`config.mk`:
```
export PLATFORM = sky130hd
export DESIGN_NAME = rx_slicer_ref_track_flat
export DESIGN_NICKNAME = d
export VERILOG_FILES = /design/src/rtl/rx_slicer_ref_track_if.sv /design/src/rtl/rx_slicer_ref_track.sv /design/src/flat_wrapper.sv
export SDC_FILE = /design/constraint.sdc
export NUM_CORES = 1
export LEC_CHECK = 0
export ABC_AREA = 0
export CAP_MARGIN = 20
export CORE_MARGIN = 2
export CORE_UTILIZATION = 50
export CTS_CLUSTER_DIAMETER = 40
export DETAILED_ROUTE_END_ITERATION = 10
export GPL_TIMING_DRIVEN = 0
export MAX_ROUTING_LAYER = met4
export PLACE_DENSITY = 0.68
export SETUP_SLACK_MARGIN = 0.1
export SYNTH_ARGS = -nofsm -noshare
export SYNTH_HDL_FRONTEND = slang
export SYNTH_SLANG_ARGS = --single-unit
```
`constraint.sdc`:
```
create_clock -name clk -period 21.2 [get_ports clk]
set_clock_uncertainty 0.1 [all_clocks]
set_input_delay 5.3 -clock clk [delete_from_list [all_inputs] [get_ports clk]]
set_output_delay 5.3 -clock clk [all_outputs]
set_load 0.05 [all_outputs]
```
`src/rtl/rx_slicer_ref_track_if.sv`:
```
// rx_slicer_ref_track_if: sample stream in, symbol decisions and block statistics out
interface rx_slicer_ref_track_if;
  logic sam_clk_ena;
  logic sym_clk_ena;
  logic signed [17:0] sig_in;
  logic [1:0] sym_out;
  logic sym_valid;
  logic signed [17:0] slicer_out;
  logic signed [17:0] err_out;
  logic signed [17:0] ref_level;
  logic [35:0] err_pow;
  logic block_valid;
  modport master (
    output sam_clk_ena, sym_clk_ena, sig_in,
    input sym_out, sym_valid, slicer_out, err_out, ref_level, err_pow, block_valid
  );
  modport slave (
    input sam_clk_ena, sym_clk_ena, sig_in,
    output sym_out, sym_valid, slicer_out, err_out, ref_level, err_pow, block_valid
  );
endinterface

```
`src/rtl/rx_slicer_ref_track.sv`:
```
// rx_slicer_ref_track: 4-ASK slicer with block-mean reference tracking and mean squared error
module rx_slicer_ref_track #(
  parameter int SAMPLE_PHASE = 0,
  parameter int LOG2_N = 8,
  parameter int INIT_REF = 32768
) (
  input logic clk,
  input logic reset_n,
  rx_slicer_ref_track_if.slave bus
);
  localparam int ABW = 17 + LOG2_N;
  localparam int EBW = 35 + LOG2_N;
  localparam logic [1:0] SP = 2'(SAMPLE_PHASE);
  logic [1:0] phase, cur_phase;
  logic capture, cap_v;
  logic signed [17:0] x;
  logic signed [18:0] x19, r19, half19, full19, lvl19;
  logic signed [19:0] diff20;
  logic ge_r, gt_nr;
  logic [1:0] sym_d;
  logic signed [17:0] lvl_d, err_d;
  logic [16:0] abs_d, abs_r, mean_abs;
  logic [34:0] err_sq;
  logic [LOG2_N-1:0] sym_cnt;
  logic [ABW-1:0] abs_acc, abs_sum;
  logic [EBW-1:0] err_acc, err_sum;
  // slicing, saturation and block statistics datapath
  always_comb begin
    cur_phase = bus.sym_clk_ena ? 2'd0 : phase;
    capture = bus.sam_clk_ena && (cur_phase == SP);
    x19 = x;
    r19 = bus.ref_level;
    half19 = r19 >>> 1;
    full19 = r19 + half19;
    ge_r = x >= bus.ref_level;
    gt_nr = x19 > -r19;
    sym_d = ge_r ? 2'b10 : !x[17] ? 2'b11 : gt_nr ? 2'b01 : 2'b00;
    lvl19 = ge_r ? full19 : !x[17] ? half19 : gt_nr ? -half19 : -full19;
    diff20 = 20'(x19) - 20'(lvl19);
    err_d = (diff20 > 20'sh1ffff) ? 18'sh1ffff : (diff20 < 20'she0000) ? 18'sh20000 : diff20[17:0];
    lvl_d = (lvl19 > 19'sh1ffff) ? 18'sh1ffff : (lvl19 < 19'sh60000) ? 18'sh20000 : lvl19[17:0];
    abs_d = !x[17] ? x[16:0] : (x == 18'sh20000) ? 17'h1ffff : 17'(-x);
    err_sq = 35'(36'(bus.err_out) * 36'(bus.err_out));
    abs_sum = abs_acc + ABW'(abs_r);
    err_sum = err_acc + EBW'(err_sq);
    mean_abs = 17'(abs_sum >> LOG2_N);
  end
  // phase tracking and capture of the selected sample
  always_ff @(posedge clk or negedge reset_n) begin
    if (!reset_n) begin
      phase <= '0;
      cap_v <= 1'b0;
      x <= '0;
    end else begin
      cap_v <= capture;
      if (bus.sam_clk_ena) phase <= cur_phase + 2'd1;
      if (capture) x <= bus.sig_in;
    end
  end
  // registered decision, ideal level and error for the captured sample
  always_ff @(posedge clk or negedge reset_n) begin
    if (!reset_n) begin
      bus.sym_valid <= 1'b0;
      bus.sym_out <= '0;
      bus.slicer_out <= '0;
      bus.err_out <= '0;
      abs_r <= '0;
    end else begin
      bus.sym_valid <= cap_v;
      if (cap_v) begin
        bus.sym_out <= sym_d;
        bus.slicer_out <= lvl_d;
        bus.err_out <= err_d;
        abs_r <= abs_d;
      end
    end
  end
  // block accumulation; reference and error power refresh after the last symbol of a block
  always_ff @(posedge clk or negedge reset_n) begin
    if (!reset_n) begin
      bus.ref_level <= 18'(INIT_REF);
      bus.err_pow <= '0;
      bus.block_valid <= 1'b0;
      abs_acc <= '0;
      err_acc <= '0;
      sym_cnt <= '0;
    end else begin
      bus.block_valid <= 1'b0;
      if (bus.sym_valid) begin
        if (sym_cnt == '1) begin
          bus.ref_level <= (mean_abs == 17'd0) ? 18'sd1 : 18'(mean_abs);
          bus.err_pow <= 36'(err_sum >> LOG2_N);
          bus.block_valid <= 1'b1;
          abs_acc <= '0;
          err_acc <= '0;
          sym_cnt <= '0;
        end else begin
          abs_acc <= abs_sum;
          err_acc <= err_sum;
          sym_cnt <= sym_cnt + 1'b1;
        end
      end
    end
  end
endmodule

```
`src/flat_wrapper.sv`:
```
// flat-port wrapper written by rule: the top's interface ports become plain ports
module rx_slicer_ref_track_flat 
#(
  parameter int SAMPLE_PHASE = 0,
  parameter int LOG2_N = 8,
  parameter int INIT_REF = 32768
)
  (clk, reset_n, bus_sam_clk_ena, bus_sym_clk_ena, bus_sig_in, bus_sym_out, bus_sym_valid, bus_slicer_out, bus_err_out, bus_ref_level, bus_err_pow, bus_block_valid);
  rx_slicer_ref_track_if bus_i ();
  input logic clk;
  input logic reset_n;
  input wire logic [$bits(bus_i.sam_clk_ena)-1:0] bus_sam_clk_ena;
  input wire logic [$bits(bus_i.sym_clk_ena)-1:0] bus_sym_clk_ena;
  input wire logic [$bits(bus_i.sig_in)-1:0] bus_sig_in;
  output wire logic [$bits(bus_i.sym_out)-1:0] bus_sym_out;
  output wire logic [$bits(bus_i.sym_valid)-1:0] bus_sym_valid;
  output wire logic [$bits(bus_i.slicer_out)-1:0] bus_slicer_out;
  output wire logic [$bits(bus_i.err_out)-1:0] bus_err_out;
  output wire logic [$bits(bus_i.ref_level)-1:0] bus_ref_level;
  output wire logic [$bits(bus_i.err_pow)-1:0] bus_err_pow;
  output wire logic [$bits(bus_i.block_valid)-1:0] bus_block_valid;
  assign bus_i.sam_clk_ena = bus_sam_clk_ena;
  assign bus_i.sym_clk_ena = bus_sym_clk_ena;
  assign bus_i.sig_in = bus_sig_in;
  assign bus_sym_out = bus_i.sym_out;
  assign bus_sym_valid = bus_i.sym_valid;
  assign bus_slicer_out = bus_i.slicer_out;
  assign bus_err_out = bus_i.err_out;
  assign bus_ref_level = bus_i.ref_level;
  assign bus_err_pow = bus_i.err_pow;
  assign bus_block_valid = bus_i.block_valid;
  rx_slicer_ref_track #(.SAMPLE_PHASE(SAMPLE_PHASE), .LOG2_N(LOG2_N), .INIT_REF(INIT_REF)) u_core (.clk(clk), .reset_n(reset_n), .bus(bus_i));
endmodule
```
# == Word level (Yosys, flattened, before mapping) ==
# Cells that the tools add are included.
# W data, S select, Z words.
# word_totals
out_inout_bits,94
in_bits,22
regBits,206
elab_cells,56
# classes
order_cmp,6
reduce_logical,4
n_addsub,10
n_mul,1
eq_ne,2
n_mux,19
# op_table
operator,n
$mux W18,4
$mux W19,3
$mux W17,3
$add A43 B35 Y43,1
$mux W43,1
$mul A18 B18 Y35,1
$add A25 B17 Y25,1
$mux W25,1
$gt A20 B18 Y1 const B,1
$lt A20 B18 Y1 const B,1
$sub A18 B19 Y20,1
$gt A18 B19 Y1,1
$gt A19 B18 Y1 const B,1
$lt A19 B18 Y1 const B,1
$neg A16 Y19,1
$neg A17 Y19,1
$neg A19 Y19,1
$add A17 B16 Y18,1
$eq A18 B18 Y1 const B,1
$ge A18 B18 Y1,1
$logic_not A17 Y1,1
$neg A17 Y17,1
$add A8 B1 Y8 const B,1
$eq A8 B8 Y1 const B,1
7 further kinds,11

# == Logic depth before layout (Yosys ltp) ==
# Gate-level depths: netlist (run 1).
# logic_depth
ltp_word,9
mapped_depth,36
mapped_depth_nobuf,35

# == Worst setup path after synthesis (run 1) ==
# No wires, ideal clock.
# synth_timing
kind,register to register
startpoint,register u_core.bus.err_out[17]
endpoint,register u_core.err_acc[35]
arrival_ps,8649
path_stages_with_launch,35
synth_period_minus_slack_ps,8813
t_required_ps,21036
setup_ps,64
slack_ps,12387
path_buffers,2
path_cell_list,dfrtp_1 > clkbuf_1 > clkbuf_1 > nand2_1 > inv_1 > fa_1 > inv_1 > fa_1 > inv_1 > ha_1 > inv_1 > fa_1 > inv_1 > fa_1 > inv_1 > fa_1 > inv_1 > ha_1 > a21o_1 > a21o_1 > a21o_1 > a31o_2 > a21oi_1 > xnor2_1 > ha_1 > a21oi_1 > o21ai_0 > a21o_1 > a21o_1 > a21o_1 > a21o_1 > a221o_1 > o21ai_0 > a21oi_1 > o21ba_2
# synth_via
elab_chain_cells,3
# synth_rtl
item,line_no,source
from (decl),rx_slicer_ref_track_if.sv:19,"output sym_out, sym_valid, slicer_out, err_out, ref_level, err_pow, block_valid"
from (signal assigned),rx_slicer_ref_track.sv:73,bus.err_out <= err_d;
$mul A18 B18 Y35,rx_slicer_ref_track.sv:43,err_sq = 35'(36'(bus.err_out) * 36'(bus.err_out));
$add A43 B35 Y43,rx_slicer_ref_track.sv:45,err_sum = err_acc + EBW'(err_sq);
$mux W43,rx_slicer_ref_track.sv:90,if (sym_cnt == '1) begin
to (signal assigned),rx_slicer_ref_track.sv:99,err_acc <= err_sum;
to (decl),rx_slicer_ref_track.sv:26,"logic [EBW-1:0] err_acc, err_sum;"
# Every way passes these cells.
# A chain may end at the register's enable or synchronous reset.

# == Final worst setup path (run 1) ==
# layout_timing
startpoint,register u_core.bus.err_out[11]
endpoint,register u_core.err_acc[42]
# Same word-level chain as after synthesis.

==> results.py, run 1 <==
metrics = {
    "outcome": {
        "status": "complete, no violations",
    },
    "floorplanning": {
        "chipWidth_um": 232,
        "die_h_um": 232,
        "dieArea_um2": 54000,
        "core_area_um2": 51400,
        "ios": 116,
        "start_util_pct": 50.7,
        "row_count": 83,
    },
    "placement": {
        "hpwl_um": 61600,
        "pre_cts_slack_ns": 10.75,
        "post_dp_cell_area_um2": 28100,
        "port_buffers": 113,
        "gp_congestion": 0.949,
    },
    "synth": {
        "synth.distinct_cells": 90,
        "synthTopCellsByArea": "fa_1 23%, dfrtp_1 20%, ha_1 12%",
        "ys_seq_area_share_pct": 19.8,
        "syn_inst": 2920,
        "synth_area_per_cell_um2": 8.93,
        "synth-edff-count": 0,
        "synthFlopType": "dfrtp_1",
        "synthArstFlopShare_pct": 100,
        "synth_top_area_cell": "fa_1",
        "netlist.area_leader.share_pct": 22.9,
        "yosysWarnings": 0,
        "syn-cell-area_um2": 26100,
        "yosys_register_bits": 206,
    },
    "hold_path": {
        "min-delay-path-class": "reg2reg",
        "hold_depth": 2,
    },
    "run": {
        "drv_cap": 0,
    },
    "sta": {
        "period_minus_slack_ns": 10.47,
        "drv_slew": 0,
        "fmax_mhz": 95.5,
        "finalHoldViolCount": 0,
        "grt_setup_unrepaired": "no",
        "timing.final.crit_share_pct": 49.4,
        "setup-tns-final_ns": 0,
        "tightestPinTransition_ns": 1.04,
        "final-setup-viol-count": 0,
        "slew_headroom_pct": 30.1,
        "worst_slack_ns": 10.73,
    },
    "setup_path": {
        "max_stage_delay_ns": 0.71,
        "cpMostUsedCell": "fa_1",
        "required_ns": 21.52,
        "startpoint_type": "register",
        "cpMaxStageDelayCell": "clkbuf_1",
        "crit_path_max_fanout": 10,
        "arrival_ns": 10.79,
        "critPathCaptureType": "register",
        "path_class": "reg2reg",
        "rr_worst_depth": 30,
    },
    "routing": {
        "drc": 0,
        "drtIter0Drc": 1789,
        "antenna_left": 0,
        "via_count": 21900,
        "via_per_inst": 5.77,
        "wl_per_cell_um": 20.1,
        "dr.pass1.iters": 8,
        "totalWireLength_um": 76200,
    },
    "clocking": {
        "clockBufferDepth": 3,
        "cts_tree": "done",
        "holdBufCountCts": 0,
        "cts-resized-gates": 0,
        "post-cts-setup-buffers": 0,
        "clkSinkCount": 206,
        "clkTransAtPathRegs_ns": 0.05,
        "htree_levels": 2,
        "cts_root_buf": "clkbuf_16",
        "numCtsBuffers": 40,
        "clk_latency_ns": 0.56,
    },
    "cells_and_area": {
        "drive_gt1_share_pct": 4.37,
        "final_cell_mix": "460 x inv_1, 298 x fa_1, 259 x nand2_1",
        "final.fill_count": 4686,
        "areaGrowthSynthToFinish_pct": 13.1,
        "layout_commonest_cell": "inv_1",
        "final_cell_area_um2": 29500,
        "diodes": 0,
        "nets": 3645,
    },
    "global_routing": {
        "grtUsageTotal_pct": 29.6,
        "grt_pass1_vias": 22400,
        "grt_pass1_wl_um": 120000,
        "overflow": 0,
        "antenna_found_initial": 1,
        "grt_max_degree": 112,
    },
}
[area by class of cell]
cell class | count | area, um2 | share of cell area [%]
clock buffers | 47 | 1080 | 3.65
repair buffers | 116 | 1180 | 3.99
multi-input cells | 2148 | 18800 | 63.7
well taps | 680 | 851 | 2.88
clock inverters | 26 | 305 | 1.03
flip-flops and latches | 206 | 5160 | 17.5
plain buffers | 102 | 408 | 1.38
inverters | 465 | 1750 | 5.92
[final timing paths]
| check | from | end | slack [ns] |
|---|---|---|---|
| min in group asynchronous | reset_n | u_core.bus.block_valid | 4.72 |
| worst max-delay path | u_core.bus.err_out[11] | u_core.err_acc[42] | 10.73 |
| worst max register to register | u_core.bus.err_out[11] | u_core.err_acc[42] | 10.73 |
| max in group asynchronous | reset_n | u_core.bus.slicer_out[11] | 15.21 |
| worst min-delay path | u_core.bus.err_pow[28] | u_core.bus.err_pow[28] | 0.38 |
| worst min register to register | u_core.bus.err_pow[28] | u_core.bus.err_pow[28] | 0.38 |
[critical path: cells and delay by family, from the launching register on]
| kind | cells | cell delay, ns |
|---|---|---|
| adders and majority gates | 8 | 3.89 |
| AOI/OAI and AO/OA | 8 | 2.65 |
| buffers and inverters | 6 | 1.87 |
| and+or+nand+nor | 7 | 1.10 |
| DFF | 1 | 0.40 |
| xor gates and xnor gates | 1 | 0.35 |
[flip-flops by register name, indices dropped and copies added (netlist names)]
name / cells
u_core.bus.sym_valid: 1
u_core.phase: 2
u_core.cap_v: 1
u_core.bus.slicer_out: 18
u_core.err_acc: 43
u_core.abs_acc: 25
u_core.x: 18
u_core.bus.err_out: 18
u_core.bus.block_valid: 1
u_core.sym_cnt: 8
u_core.bus.sym_out: 2
u_core.bus.err_pow: 35
u_core.bus.ref_level: 17
u_core.abs_r: 17
[synthesized netlist by cell type (14+ instances only)]
library cell,number
inv_1,460
nor2_1,205
and2_1,42
nand2_1,259
nand4_1,28
a22oi_1,14
ha_1,246
nor3_1,28
mux2_2,23
o31ai_1,18
a211oi_1,16
mux2i_1,15
a21o_1,71
dfrtp_1,205
o211ai_1,16
nor2b_1,22
and3_1,19
xor2_1,63
xnor2_1,111
o21a_1,21
a21oi_1,150
o2bb2ai_1,39
a22o_1,28
o21ai_0,145
nand3_1,54
fa_1,298
clkbuf_1,91
nand2b_1,26
[routing by layer]
layer | track usage [%] | up-vias | part of all wire (%)
met1 | 37.5 | 10900 | 42
li1 | - | 10000 | -
met2 | 47.6 | 786 | 47
met4 | 14.4 | 0 | 5.2
met5 | - | - | 0
met3 | 2.97 | 192 | 5.6
[cell families (layout without fill, tap and decap cells)]
family | count (synthesis) | after routing | share of synthesized area, %
and+or+nand+nor | 751 | 751 | 13.5
AOI/OAI and AO/OA | 636 | 636 | 16.3
buffers and inverters | 567 | 756 | 8.25
adders and majority gates | 547 | 547 | 34.8
DFF | 206 | 206 | 19.8
xor gates and xnor gates | 174 | 174 | 5.84
muxes | 38 | 38 | 1.57
other | 1 | 2 | 0.0144
[metrics by stage]
stage / instances / hold WS (ns) / util, %
detailed placement: 3716 / 0.369 / 54.7
floorplan: 2921 / 0.252 / -
global placement: 3714 / 0.365 / 54.6
CTS: 3789 / 0.374 / 57.4
global route: 3790 / 0.367 / 57.4
finish: 3790 / 0.381 / 57.4
Power of run 1 is not shown: default switching activity piles up to over one toggle a cycle in this logic, so the estimate is an artifact.
==> run 2: changes to the inputs <==
--- a/config.mk
+++ b/config.mk
@@ -13,7 +13,7 @@
 export DETAILED_ROUTE_END_ITERATION = 10
 export GPL_TIMING_DRIVEN = 0
 export MAX_ROUTING_LAYER = met4
-export PLACE_DENSITY = 0.68
+export PLACE_DENSITY = 0.7
 export SETUP_SLACK_MARGIN = 0.1
 export SYNTH_ARGS = -nofsm -noshare
 export SYNTH_HDL_FRONTEND = slang
==> constraint.sdc (replaced) <==
create_clock -name clk -period 8.5 [get_ports clk]
set_clock_uncertainty 0.1 [all_clocks]
set_input_delay 2.125 -clock clk [delete_from_list [all_inputs] [get_ports clk]]
set_output_delay 2.125 -clock clk [all_outputs]
set_load 0.05 [all_outputs]
==> results.py, run 2 (synthesized netlist as in run 1, its figures left out) <==
metrics = {
    "outcome": {
        "status": "complete, no violations",
    },
    "floorplanning": {
        "chipWidth_um": 232,
        "ios": 116,
        "start_util_pct": 50.7,
        "dieArea_um2": 54000,
        "row_count": 83,
        "core_area_um2": 51400,
        "die_h_um": 232,
    },
    "cells_and_area": {
        "regMostFlops": "u_core.err_acc",
        "diodes": 0,
        "largest_reg_flops": 43,
        "final_cell_mix": "447 x inv_1, 291 x fa_1, 246 x nand2_1",
        "areaGrowthSynthToFinish_pct": 20.2,
        "final.fill_count": 4413,
        "nets": 3711,
        "drive_gt1_share_pct": 12.4,
        "layout_commonest_cell": "inv_1",
        "biggestRegsByFlops": "u_core.err_acc: 43 flops, u_core.bus.err_pow: 35 flops, u_core.abs_acc: 25 flops",
    },
    "routing": {
        "antenna_left": 0,
        "dr.pass1.iters": 5,
        "drtIter0Drc": 1627,
        "totalWireLength_um": 78400,
        "via_count": 21900,
        "drc": 0,
        "wl_per_cell_um": 20.3,
        "via_per_inst": 5.69,
    },
    "global_routing": {
        "grt_pass1_wl_um": 122000,
        "grt_pass1_vias": 22400,
        "met3_usage_pct": 3.35,
        "grtUsageTotal_pct": 30.1,
        "antenna_found_initial": 0,
        "grt_max_degree": 121,
        "grtUsageMet1_pct": 38.8,
        "overflow": 0,
        "gr-usage-met2_pct": 48.0,
        "busiest_layer": "met2",
    },
    "sta": {
        "final-setup-viol-count": 0,
        "finalHoldViolCount": 0,
        "whs_ns": 0.375,
        "grt_setup_unrepaired": "no",
        "drv_slew": 0,
        "worst_slack_ns": 0.278,
        "tightestPinTransition_ns": 1.03,
        "period_minus_slack_ns": 8.22,
        "slew_headroom_pct": 31.0,
        "fmax_mhz": 122,
        "timing.final.crit_share_pct": 96.7,
    },
    "setup_path": {
        "startpoint_type": "register",
        "critPathCaptureType": "register",
        "r2r-start": "u_core.bus.err_out[5]",
        "reg2reg_slack_ns": 0.28,
        "crit_path_max_fanout": 7,
        "max_stage_delay_ns": 0.64,
        "required_ns": 8.82,
        "r2r-end": "u_core.bus.err_pow[31]",
        "cpMaxStageDelayCell": "fa_2",
        "rr_worst_depth": 30,
        "path_class": "reg2reg",
        "arrival_ns": 8.54,
    },
    "hold_path": {
        "hold_depth": 2,
        "hp-start": "u_core.bus.err_pow[15]",
        "whs_endpoint": "u_core.bus.err_pow[15]",
        "min-delay-path-class": "reg2reg",
    },
    "clocking": {
        "clk_latency_ns": 0.58,
        "htree_levels": 2,
        "clockBufferDepth": 3,
        "holdBufCountCts": 0,
        "cts_tree": "done",
        "clkSinkCount": 206,
        "numCtsBuffers": 40,
        "clkTransAtPathRegs_ns": 0.05,
        "cts_root_buf": "clkbuf_16",
    },
    "placement": {
        "hpwl_um": 61200,
        "pre_cts_slack_ns": -1.79,
        "gp_congestion": 0.941,
        "port_buffers": 113,
    },
    "run": {
        "drv_cap": 0,
    },
}
## run 2: metrics by stage
step | std cells | area [um2] | util [%] | setup TNS (ns)
final | 3855 | 31300 | 61.0 | 0
after floorplan | 2921 | 26100 | - | 0
after global placement | 3714 | 28100 | 54.7 | -809.02
after CTS | 3820 | 30400 | 59.2 | 0
after detailed placement | 3715 | 28100 | 54.7 | -58.13
after global routing | 3855 | 31300 | 61.0 | 0
## run 2: what timing repair did
action	in CTS	in global routing
endpoints found under the setup margin	66	44
gates resized for setup	173	151
setup buffers	34	36
pin swaps	23	67
cloned	0	0
## run 2: cell type report
type	count	area, um2	area share (%)
repair buffers	185	1740	5.55
well taps	680	851	2.71
clock inverters	25	294	0.938
inverters	465	1800	5.74
flip-flops and latches	206	5170	16.5
plain buffers	99	676	2.16
multi-input cells	2148	19800	63.0
clock buffers	47	1060	3.37
## run 2: how the worst max path moves through the flow
stage / startpoint / slack (ns) / cells past startpoint / endpoint
2_1_floorplan: u_core.bus.err_out[12] / 0.11 / 32 / u_core.err_acc[35]
3_3_place_gp: reset_n / -4.52 / 1 / u_core.bus.err_out[17]
3_5_place_dp: u_core.bus.err_out[11] / -1.79 / 28 / u_core.bus.err_pow[32]
4_1_cts: u_core.bus.err_out[17] / 0.09 / 33 / u_core.bus.err_pow[33]
5_1_grt: u_core.bus.err_out[5] / 0.01 / 31 / u_core.err_acc[36]
6_report: u_core.bus.err_out[5] / 0.28 / 30 / u_core.bus.err_pow[31]
## run 2: critical path, delay by kind of cell (launching register included)
family	cells	cell delay, ns
buffers and inverters	7	0.94
xor gates and xnor gates	2	0.37
and+or+nand+nor	2	0.32
DFF	1	0.42
adders and majority gates	8	3.77
AOI/OAI and AO/OA	11	2.15
## run 2: routing by layer
| layer | part of all wire (%) | up-vias |
|---|---|---|
| met5 | 0 | - |
| met4 | 4.9 | 0 |
| met3 | 5.2 | 187 |
| met2 | 47 | 669 |
| met1 | 42 | 10900 |
| li1 | - | 10200 |
Power of run 2 is left out for the same reason.
